===== config.mk =====
export PLATFORM = sky130hd
export DESIGN_NAME = instr_prefetch
export DESIGN_NICKNAME = d
export VERILOG_FILES = /design/src/rtl/nrisc_pkg.sv /design/src/rtl/fifo_sync.sv /design/src/rtl/instr_prefetch.sv
export SDC_FILE = /design/constraint.sdc
export NUM_CORES = 1
export LEC_CHECK = 0
export CORE_ASPECT_RATIO = 1.25
export CORE_UTILIZATION = 55
export CTS_BUF_LIST = sky130_fd_sc_hd__clkbuf_4
export DETAILED_ROUTE_END_ITERATION = 16
export GPL_TIMING_DRIVEN = 0
export PLACE_DENSITY = 0.77
export SLEW_MARGIN = 10
export SYNTH_ARGS = -nofsm -noshare
export SYNTH_HDL_FRONTEND = slang
export SYNTH_HIERARCHICAL = 1
export SYNTH_SLANG_ARGS = --single-unit

===== constraint.sdc =====
create_clock -name Clock -period 3.2 [get_ports Clock]
set_clock_uncertainty 0.05 [all_clocks]
set_input_delay 0.48 -clock Clock [delete_from_list [all_inputs] [get_ports Clock]]
set_output_delay 0.48 -clock Clock [all_outputs]
set_load 0.01 [all_outputs]

===== src/rtl/nrisc_pkg.sv =====
// Shared constants and types for the nrisc instruction-fetch path.
package nrisc_pkg;

    localparam int unsigned NRISC_AW = 8;
    localparam int unsigned NRISC_DW = 8;

    // Fetch engine state: nothing outstanding, live request, or stale request.
    typedef enum logic [1:0] {
        IDLE    = 2'd0,
        REQ     = 2'd1,
        DISCARD = 2'd2
    } fetch_state_e;

endpackage


===== src/rtl/fifo_sync.sv =====
// Single-clock FIFO with synchronous flush and an occupancy count.
module fifo_sync #(
    parameter int unsigned DEPTH = 4,
    parameter int unsigned WIDTH = 16
) (
    input  logic                       i_clk,
    input  logic                       i_rst_n,
    input  logic                       i_flush,
    input  logic                       i_push,
    input  logic [WIDTH-1:0]           i_data,
    input  logic                       i_pop,
    output logic [WIDTH-1:0]           o_data,
    output logic [$clog2(DEPTH):0]     o_count
);

    localparam int unsigned PW = $clog2(DEPTH);
    localparam int unsigned CW = PW + 1;

    logic [WIDTH-1:0] r_mem [DEPTH];
    logic [PW-1:0]    r_wr_ptr;
    logic [PW-1:0]    r_rd_ptr;
    logic [CW-1:0]    r_count;
    logic             w_pop;
    logic             w_push;

    // Guard against popping empty or pushing full; a pop frees room for a push.
    assign w_pop  = i_pop && (r_count != '0);
    assign w_push = i_push && ((r_count != CW'(DEPTH)) || w_pop);

    // Storage, pointers and count; flush only resets bookkeeping.
    always_ff @(posedge i_clk or negedge i_rst_n) begin
        if (!i_rst_n) begin
            r_wr_ptr <= '0;
            r_rd_ptr <= '0;
            r_count  <= '0;
            for (int unsigned i = 0; i < DEPTH; i++) begin
                r_mem[i] <= '0;
            end
        end else if (i_flush) begin
            r_wr_ptr <= '0;
            r_rd_ptr <= '0;
            r_count  <= '0;
        end else begin
            if (w_push) begin
                r_mem[r_wr_ptr] <= i_data;
                r_wr_ptr        <= r_wr_ptr + PW'(1);
            end
            if (w_pop) begin
                r_rd_ptr <= r_rd_ptr + PW'(1);
            end
            unique case ({w_push, w_pop})
                2'b10:   r_count <= r_count + CW'(1);
                2'b01:   r_count <= r_count - CW'(1);
                default: r_count <= r_count;
            endcase
        end
    end

    assign o_data  = r_mem[r_rd_ptr];
    assign o_count = r_count;

endmodule


===== src/rtl/instr_prefetch.sv =====
// Instruction prefetcher: one outstanding memory read, results queued for the core.
module instr_prefetch
    import nrisc_pkg::*;
#(
    parameter int unsigned DEPTH = 4,
    parameter int unsigned AW    = NRISC_AW,
    parameter int unsigned DW    = NRISC_DW
) (
    input  logic                   Clock,
    input  logic                   reset,
    input  logic                   redirect,
    input  logic [AW-1:0]          redirect_addr,
    output logic                   mem_req,
    output logic [AW-1:0]          mem_addr,
    input  logic                   mem_ack,
    input  logic [DW-1:0]          mem_data,
    output logic                   inst_valid,
    output logic [DW-1:0]          inst_data,
    output logic [AW-1:0]          inst_pc,
    input  logic                   inst_ready,
    output logic [$clog2(DEPTH):0] occupancy
);

    localparam int unsigned CW = $clog2(DEPTH) + 1;

    fetch_state_e     r_state;
    logic [AW-1:0]    r_fetch_pc;
    logic             r_mem_req;
    logic [AW-1:0]    r_mem_addr;

    logic             w_pop;
    logic             w_push;
    logic [CW-1:0]    w_occ_after_push;
    logic [AW-1:0]    w_pc_inc;
    logic [AW+DW-1:0] w_head;

    // A redirect flushes the queue, so any same-cycle pop or push is void.
    assign w_pop            = inst_valid && inst_ready && !redirect;
    assign w_push           = (r_state == REQ) && mem_ack && !redirect;
    assign w_occ_after_push = occupancy + CW'(1) - CW'(w_pop);
    assign w_pc_inc         = r_fetch_pc + AW'(1);

    fifo_sync #(
        .DEPTH (DEPTH),
        .WIDTH (AW + DW)
    ) u_fifo (
        .i_clk   (Clock),
        .i_rst_n (reset),
        .i_flush (redirect),
        .i_push  (w_push),
        .i_data  ({r_fetch_pc, mem_data}),
        .i_pop   (w_pop),
        .o_data  (w_head),
        .o_count (occupancy)
    );

    // Fetch FSM; mem_req/mem_addr are registered and held for the whole request.
    always_ff @(posedge Clock or negedge reset) begin
        if (!reset) begin
            r_state    <= IDLE;
            r_fetch_pc <= '0;
            r_mem_req  <= 1'b0;
            r_mem_addr <= '0;
        end else begin
            unique case (r_state)
                IDLE: begin
                    if (redirect) begin
                        r_fetch_pc <= redirect_addr;
                        r_mem_req  <= 1'b1;
                        r_mem_addr <= redirect_addr;
                        r_state    <= REQ;
                    end else if (occupancy < CW'(DEPTH)) begin
                        r_mem_req  <= 1'b1;
                        r_mem_addr <= r_fetch_pc;
                        r_state    <= REQ;
                    end
                end
                REQ: begin
                    if (redirect) begin
                        r_fetch_pc <= redirect_addr;
                        if (mem_ack) begin
                            r_mem_addr <= redirect_addr;
                        end else begin
                            // Request still in flight: wait for its ack, then drop it.
                            r_state <= DISCARD;
                        end
                    end else if (mem_ack) begin
                        r_fetch_pc <= w_pc_inc;
                        if (w_occ_after_push < CW'(DEPTH)) begin
                            r_mem_addr <= w_pc_inc;
                        end else begin
                            r_mem_req <= 1'b0;
                            r_state   <= IDLE;
                        end
                    end
                end
                DISCARD: begin
                    // fetch_pc holds the latest redirect target while the stale ack is pending.
                    if (redirect) begin
                        r_fetch_pc <= redirect_addr;
                    end
                    if (mem_ack) begin
                        r_mem_addr <= redirect ? redirect_addr : r_fetch_pc;
                        r_state    <= REQ;
                    end
                end
                default: begin
                    r_mem_req <= 1'b0;
                    r_state   <= IDLE;
                end
            endcase
        end
    end

    assign mem_req    = r_mem_req;
    assign mem_addr   = r_mem_addr;
    assign inst_valid = (occupancy != '0);
    assign inst_pc    = w_head[AW+DW-1:DW];
    assign inst_data  = w_head[DW-1:0];

endmodule

## After elaboration in Yosys (flattened, before gate mapping)

Cells that the tools add are included.

- Register bits after elaboration: 90
- Output and inout port bits: 29

- $add $sub $neg: 6
- Order comparisons: 5
- Eq/ne operators: 14
- Mux-type cells: 38
- Bitwise gates (word level): 4
- Reduce and logical (&&, ||, !) cells: 22

Operators by type and width:

| cell | number |
|---|---|
| $mux 8 | 10 |
| $bwmux 64 | 1 |
| $mux 16 | 3 |
| $bmux 16 s2 | 1 |
| $demux 16 s2 | 1 |
| $pmux 8 s3 | 1 |
| $mux 2 | 11 |
| $pmux 8 s2 | 1 |
| $ne 3x3->1 const B | 5 |
| $reduce_and 5->1 | 3 |
| $reduce_bool 3->1 | 3 |
| $add 8x1->8 const B | 1 |
| $ne 2x2->1 const B | 4 |
| $logic_and 1x1->1 | 7 |
| $ge 3x3->1 const B | 2 |
| $lt 3x3->1 const B | 2 |
| $not 2->3 | 2 |
| $pmux 2 s3 | 1 |
| $pmux 3 s2 | 1 |
| $reduce_bool 2->1 | 3 |
| $mux 1 | 5 |
| $add 2x1->2 const B | 2 |
| $eq 2x1->1 const B | 2 |
| $eq 2x2->1 const B | 2 |
| 13 further kinds | 15 |

## Depth between registers and ports, before layout

Gate-level depths: netlist of the first run.

- Depth in word-level cells: 9
- Mapped depth: 11
- Mapped depth without buffers: 8

## By module

Netlist of the first run, hierarchy kept.

By module, submodules not included:

| module | times used | cells each | area an instance (sq um) | seq. area each (sq um) |
|---|---|---|---|---|
| fifo_sync | 1 | 219 | 3601.0 | 1776.7 |
| instr_prefetch | 1 | 163 | 1365.1 | 475.5 |

## Worst setup path before layout of the first run

OpenSTA, ideal clock, no wires.

- Path kind: input port to flip-flop
- From: in redirect
- To: reg u_fifo.r_count[2] (netlist: u_fifo/o_count[2])
- Arrival: 2619 ps
- Data required time: 3068 ps
- Slack: 448 ps
- Cell stages on the path: 10
- Path buffers: 4
- Path through: buf_6 clkbuf_1 nand2b_1 nor2_1 buf_2 buf_2 nor2_1 fa_1 or4_1 a31oi_1

RTL lines:

| what | RTL line | source |
|---|---|---|
| from (decl) | instr_prefetch.sv:11 | `input logic redirect,` |
| $logic_not 1->1 (*) | instr_prefetch.sv:39 | `assign w_push = (r_state == REQ) && mem_ack && !redirect;` |
| $logic_and 1x1->1 (*) | instr_prefetch.sv:39 |  |
| named net w_push | instr_prefetch.sv:32 | `logic w_push;` |
| $logic_and 1x1->1 (*) | fifo_sync.sv:28 | `assign w_push = i_push && ((r_count != CW'(DEPTH)) \|\| w_pop);` |
| $eq 2x1->1 or $eq 2x2->1 (tied branches) | fifo_sync.sv:51 | `unique case ({w_push, w_pop})` |
| $pmux 3 s2 | fifo_sync.sv:51 |  |
| $mux 3 | fifo_sync.sv:39 | `end else if (i_flush) begin` |
| to (signal assigned) | fifo_sync.sv:52 | `2'b10: r_count <= r_count + CW'(1);` |
| to (signal assigned) | fifo_sync.sv:53 | `2'b01: r_count <= r_count - CW'(1);` |
| to (signal assigned) | fifo_sync.sv:54 | `default: r_count <= r_count;` |
| to (decl) | fifo_sync.sv:22 | `logic [CW-1:0] r_count;` |

Mark *: on every way through the listed nets, which the timed path passes. The rest lies on a longest branch.
A chain may end at the register's enable or synchronous reset.

## Worst setup path in the final report of the first run

- From: reg u_fifo.r_rd_ptr[0]
- To: out inst_pc[4]

- Word-level cells in the longest chain between the ends: 4

RTL lines:

| what | RTL line | source |
|---|---|---|
| from (decl) | fifo_sync.sv:21 | `logic [PW-1:0] r_rd_ptr;` |
| from (signal assigned) | fifo_sync.sv:49 | `r_rd_ptr <= r_rd_ptr + PW'(1);` |
| $not 2->3 (implied by the code) | fifo_sync.sv:59 | `assign o_data = r_mem[r_rd_ptr];` |
| $bmux 16 s2 | fifo_sync.sv:59 |  |
| $mux 16 (implied by the code) (2 in series) | fifo_sync.sv:59 |  |
| to (decl) | instr_prefetch.sv:19 | `output logic [AW-1:0] inst_pc,` |

No other way between the ends. The select of a mux whose other input is x is not followed.

==> out/summary.txt, run 1 <==
Arrival time of data at the critical path endpoint - 2460 ps
Startpoint of the most critical register-to-register path - r_state[1]
Clock H-tree levels - 3
Crit. Startpoint - u_fifo/r_rd_ptr[0]
Leakage - 2.606 nW
Number of flops mapped to enable cells by yosys - 0
Number of DRC violations after detailed routing - 0
Final number of setup-violating endpoints - 0
Final wirelength - 9758 um
Crit. End Element - output port
Via count normalized by instance count - 5.781
Chip Height - 108.2 um
Row count - 38
Core Area - 8701 um2
Maximum achievable frequency - 0.3344 GHz
Antenna violations before repair - 0
Count of distinct cell types in the synthesized netlist - 60
Largest area contributor in the netlist - dfrtp_1
Power density over the cells - 590.0 nW/um2
Slew Limit Fails - 0
Total routing usage reported by global routing - 0.2250
Clock tree sinks - 90
Run status - finished, final reports clean
Total half-perimeter wirelength after legalization and detailed placement - 6635 um
Vias post-DR - 3272
Final min period - 2991 ps
Number of global-route vias before repair - 3268
Post-synthesis average cell area - 13.00 um2
CTS tree - yes
Number of cells produced by synthesis - 382
Routed length per placed instance - 17.24 um
Synth warnings - 6
Unrepaired setup endpoints after global routing - false
Final RePlAce weighted congestion - 0.8414
Cell area after technology mapping - 4966 um2
Final cycle utilization of the critical path - 0.9346
Critical path required time - 2670 ps
Buffers from clock root to sink, at most - 2
Most common cell in the synthesized netlist - dfrtp_1
Area delta synth->final - 16.10%
Worst min-delay path category - in -> reg
Cell total after placement - 551
Commonest cells in the netlist - dfrtp_1 (90), mux2_4 (40), mux2_2 (33), nor2_1 (21), o21ai_0 (21)
Sequential standard cell area - 2252 um2
Source-to-sink clock delay at the later pin of the worst-skew pair - 420 ps
Count of buffers from port buffering - 48
Register-to-register setup slack - 240 ps
Total area of multi-input combinational cells - 2494 um2
Antenna diodes - 0
Nets in the synthesized netlist - 409
Number of endpoints with negative hold slack in the final report - 0
Capture point of the critical path - inst_pc[4]
Count of placed standard cells in the final layout, fillers left out - 566
Worst Tran Pin Value - 530.8 ps
Normalized max-slew margin - 0.6461
Clock edge transition at the registers on the reported setup and hold paths - 130 ps
Die extent in x - 86.99 um
Number of iterations in the first detailed-routing pass - 4
Most frequently used flop master after synthesis - dfrtp_1
Ranking of synthesized cells by area - dfrtp_1 (45%), mux2_4 (12%), mux2_2 (7.5%)
Overall power consumption - 3.402 mW
GR Overflow Total - 0
Clock tree root buffer cell - clkbuf_4
Num CTS Buffers - 9
Maximum fanout count along the critical path - 10
Worst IR drop on VDD - 309.8 uV
Number of nets still failing antenna checks after routing - 0
Worst reg2reg path depth - 10
Initial cell density of the core - 0.5708
Die Outline Area - 9415 um2
Boundary Pins - 50
Sequential element share of the synthesized area - 0.4535
First-pass GRT wire length - 16270 um
Filler cells - 671
Post-layout nets - 468
Maximum number of pins on one net before global-route repair - 61
Register bit count reported by yosys - 90
Reg-to-reg critical path endpoint - u_fifo/o_count[2]
Initial DRC Count - 168
Share of layout cells above drive strength 1 - 0.2892
Category of the most critical setup path - reg -> out
Reported max-cap violation count - 0
Critical Path Source Type - flip-flop
Post-synthesis async set-or-reset flop share - 1.000
Area share of the largest cell type after synthesis - 0.4535
## metal layers
| metal | up-vias | share of wire | global-route usage |
|---|---|---|---|
| met5 | - | 0 | 0 |
| met4 | 0 | 0.014 | 0.07143 |
| met3 | 12 | 0.038 | 0.03435 |
| met2 | 94 | 0.49 | 0.3757 |
| met1 | 1649 | 0.45 | 0.3020 |
| li1 | 1517 | - | - |
## kinds of logic (layout without fill, tap and decap cells)
group / after synthesis / count (layout) / synth area share
DFF: 90 / 90 / 0.4535
buffers and inverters: 34 / 98 / 0.04434
and+or+nand+nor: 86 / 86 / 0.1081
AOI/OAI and AO/OA: 66 / 66 / 0.08869
adders and majority gates: 6 / 6 / 0.01663
xor gates and xnor gates: 7 / 7 / 0.01235
muxes: 93 / 93 / 0.2764
## stage by stage
step | setup TNS (ps) | hold slack (ps) | cell area (um2) | setup WS [ps] | utilization
6_report | 0 | 368.6 | 5766 | 209.3 | 0.6626
5_1_grt | 0 | 362.3 | 5766 | 51.46 | 0.6626
4_1_cts | 0 | 336.4 | 5766 | 50.59 | 0.6626
3_5_place_dp | -632.6 | 395.4 | 5622 | -419.7 | 0.6461
3_3_place_gp | -142800 | 431.1 | 5597 | -1586 | 0.6432
2_1_floorplan | 0 | 134.4 | 4966 | 448.5 | -
## state kept, by name (all words and copies together), names as in the netlist
| register | count |
|---|---|
| mem_addr | 8 |
| mem_req | 1 |
| r_fetch_pc | 8 |
| r_state | 2 |
| u_fifo/o_count | 3 |
| u_fifo/r_mem | 64 |
| u_fifo/r_rd_ptr | 2 |
| u_fifo/r_wr_ptr | 2 |
## how the worst min path moves through the flow
stage                           startpoint                to  slack [ps]  depth (start not counted)
after floorplan                      reset       mem_addr[0]         130                          0
after global placement    u_fifo/r_mem[17]  u_fifo/r_mem[17]         430                          1
after detailed placement             reset  u_fifo/r_mem[54]         400                          1
after CTS                          mem_ack        r_state[1]         340                          2
after global routing               mem_ack        r_state[1]         360                          2
final                              mem_ack        r_state[1]         370                          2
## power by group
group	internal (mW)	leakage, nW	switching (mW)
logic	0.730	1.37	0.455
clock network	0.241	0.0691	0.374
registers	1.39	1.16	0.212
## critical path, cell delays in order, from the launching register on
cell             delay [ps]
dfrtp_1                 340
buf_2                   300
clkbuf_4                350
mux4_2                  550
clkdlybuf4s50_1         500
## area by class of cell
class / count / area share
Timing Repair Buffer: 50 / 0.08941
Tap cell: 120 / 0.02604
Clock buffer: 10 / 0.01302
Clock inverter: 6 / 0.009983
Inverter: 6 / 0.003906
Sequential cell: 90 / 0.3906
Multi-Input combinational cell: 258 / 0.4325
Buffer: 26 / 0.03451
## what timing repair did
action,in CTS,in global routing
hold buffers,1,0
setup endpoints to repair,9,7
gates resized for setup,1,3
buffers inserted,0,0
endpoints found under the hold margin,30,0
## placed cells by master, fill, tap and decap left out, drive strengths merged, types with 3 or more instances in the layout
cell	instances
dfrtp	90
mux2	73
clkdlybuf4s50	47
clkbuf	27
nor2	21
o21ai	21
nand2	18
a21oi	17
mux4	16
buf	11
nand3	7
nand2b	7
inv	6
nor2b	6
xor2	5
ha	5
and3	5
mux2i	4
a211o	4
nand4b	4
clkinv	4
and2	3
o22ai	3
a311oi	3
No activity file was read; power rests on OpenSTA's default activity.
==> inputs of run 2 (changes only) <==
==> constraint.sdc (replaced) <==
create_clock -name Clock -period 3.2 [get_ports Clock]
set_clock_uncertainty 0.05 [all_clocks]
set_input_delay 0.48 -clock Clock [delete_from_list [all_inputs] [get_ports Clock]]
set_output_delay 0.48 -clock Clock [all_outputs]
set_load 0.1 [all_outputs]
==> run 2 against run 1 <==
Sequential cell count did not move. Power up 31%. Routed wire length decreased by 0.24%. Global-route usage increased by 1.0 points. Via count is 0.28% lower. Non-clock buffer count up 1. Sequential share of layout area is 0.20 points lower. Critical path depth unchanged. Sequential power about the same. Core utilization is 0.45 points higher. Critical path type unchanged.
==> out/summary.txt, run 2 (synthesis results as in run 1) <==
Run status - finished, final reports clean
Slew Limit Fails - 0
Chip Height - 108.2 um
GR Overflow Total - 0
Final RePlAce weighted congestion - 0.8226
Sequential standard cell area - 2256 um2
Count of buffers from port buffering - 48
Worst Tran Pin Value - 971.7 ps
Num CTS Buffers - 9
Area delta synth->final - 16.88%
Reported max-cap violation count - 0
Category of the most critical setup path - reg -> out
Clock tree sinks - 90
Most common cell after layout, fill and taps aside - dfrtp_1
Filler cells - 671
Critical path required time - 2670 ps
Die Outline Area - 9415 um2
Core Area - 8701 um2
Total half-perimeter wirelength after legalization and detailed placement - 6828 um
Count of placed standard cells in the final layout, fillers left out - 567
Final wirelength - 9735 um
Sum of negative setup slack - 0 ps
Critical Path Source Type - flip-flop
Highest routing layer actually used - met4
Final min period - 3068 ps
Routed length on met2 - 4968 um
Antenna diodes - 0
Unrepaired setup endpoints after global routing - false
Post-placement worst setup slack - -443.4 ps
Initial DRC Count - 126
Finished Cell Area - 5804 um2
Maximum achievable frequency - 0.3260 GHz
Number of DRC violations after detailed routing - 0
Clock edge transition at the registers on the reported setup and hold paths - 130 ps
Via count normalized by instance count - 5.755
Clock tree root buffer cell - clkbuf_4
Routed length on met1 - 4270 um
Crit. End Element - output port
Row count - 38
Maximum number of pins on one net before global-route repair - 58
Final number of setup-violating endpoints - 0
Number of iterations in the first detailed-routing pass - 4
Share of layout cells above drive strength 1 - 0.3199
CTS tree - yes
Largest register by flop count - u_fifo/r_mem
Leakage - 2.636 nW
Die extent in x - 86.99 um
Met3 wire length - 362 um
Final cycle utilization of the critical path - 0.9587
Worst IR drop on VDD - 659.5 uV
First-pass GRT wire length - 16910 um
Arrival time of data at the critical path endpoint - 2540 ps
Antenna violations before repair - 0
Post-layout nets - 469
Number of endpoints with negative hold slack in the final report - 0
Power density over the cells - 766.1 nW/um2
Worst min-delay path category - in -> reg
Top library cells by usage in the layout, fill and taps aside - dfrtp_1 (87), mux2_4 (40), mux2_2 (33)
Buffers from clock root to sink, at most - 2
Total cell area at the placement stage - 5630 um2
Total area of multi-input combinational cells - 2499 um2
Routed length per placed instance - 17.17 um
Number of nets still failing antenna checks after routing - 0
Flip-flop count of the largest register after layout - 64
Clock H-tree levels - 3
Number of global-route vias before repair - 3411
Source-to-sink clock delay at the later pin of the worst-skew pair - 430 ps
Cell total after placement - 551
Maximum fanout count along the critical path - 10
Vias post-DR - 3263
Total routing usage reported by global routing - 0.2355
Slack of the critical path - 132.2 ps
Initial cell density of the core - 0.5708
Normalized max-slew margin - 0.3502
Boundary Pins - 50
run 2: per-layer routing:
metal	up-vias	track usage
met2	82	0.3971
met5	-	0
met1	1647	0.3020
met3	10	0.04809
li1	1524	-
met4	0	0.07976
run 2: layout make-up:
type	instances	share of cell area
repair buffers	50	0.08924
clock inverters	6	0.01401
multi-input cells	258	0.4305
plain buffers	27	0.03492
flip-flops and latches	90	0.3887
clock buffers	10	0.01293
inverters	6	0.003880
well taps	120	0.02587
run 2: where the power goes:
group	leakage [nW]	total [mW]	switching, mW	internal, mW
registers	1.16	1.60	0.211	1.39
logic	1.39	2.16	1.47	0.682
clock network	0.0854	0.690	0.368	0.321
total	2.64	4.45	2.05	2.39
run 2: metrics by stage:
stage          power [mW]    util  hold WS (ps)
6_report            4.447  0.6671         362.7
5_1_grt             4.666  0.6671         361.4
4_1_cts             4.478  0.6670         335.2
3_5_place_dp        3.825  0.6471         413.4
3_3_place_gp        3.776  0.6442         431.8
2_1_floorplan       3.321       -         134.4
run 2: worst max-delay path, cell delays in order, from the launching register on:
cell and delay (ps):
dfrtp_1 340, clkbuf_1 470, clkbuf_2 440, mux4_2 370
clkdlybuf4s15_2 480
run 2: repair_timing:
item                                    CTS  global route
setup buffers                             0             0
pin swaps                                 0             0
hold buffers                              1             0
hold endpoints to repair                 33             0
endpoints found under the setup margin   17             9
resized for setup                        36             2
run 2: final timing paths:
path | from | endpoint | slack [ps] | cells after the start
setup / recovery | u_fifo/r_rd_ptr[1] | inst_pc[4] | 130 | 4
hold / removal | mem_ack | r_state[1] | 360 | 2
setup reg to reg | r_state[1] | u_fifo/o_count[2] | 250 | 10
hold reg to reg | u_fifo/r_mem[17] | u_fifo/r_mem[17] | 470 | 1
max in group asynchronous | reset | u_fifo/o_count[1] | 1990 | 3
min in group asynchronous | reset | u_fifo/r_mem[38] | 480 | 2
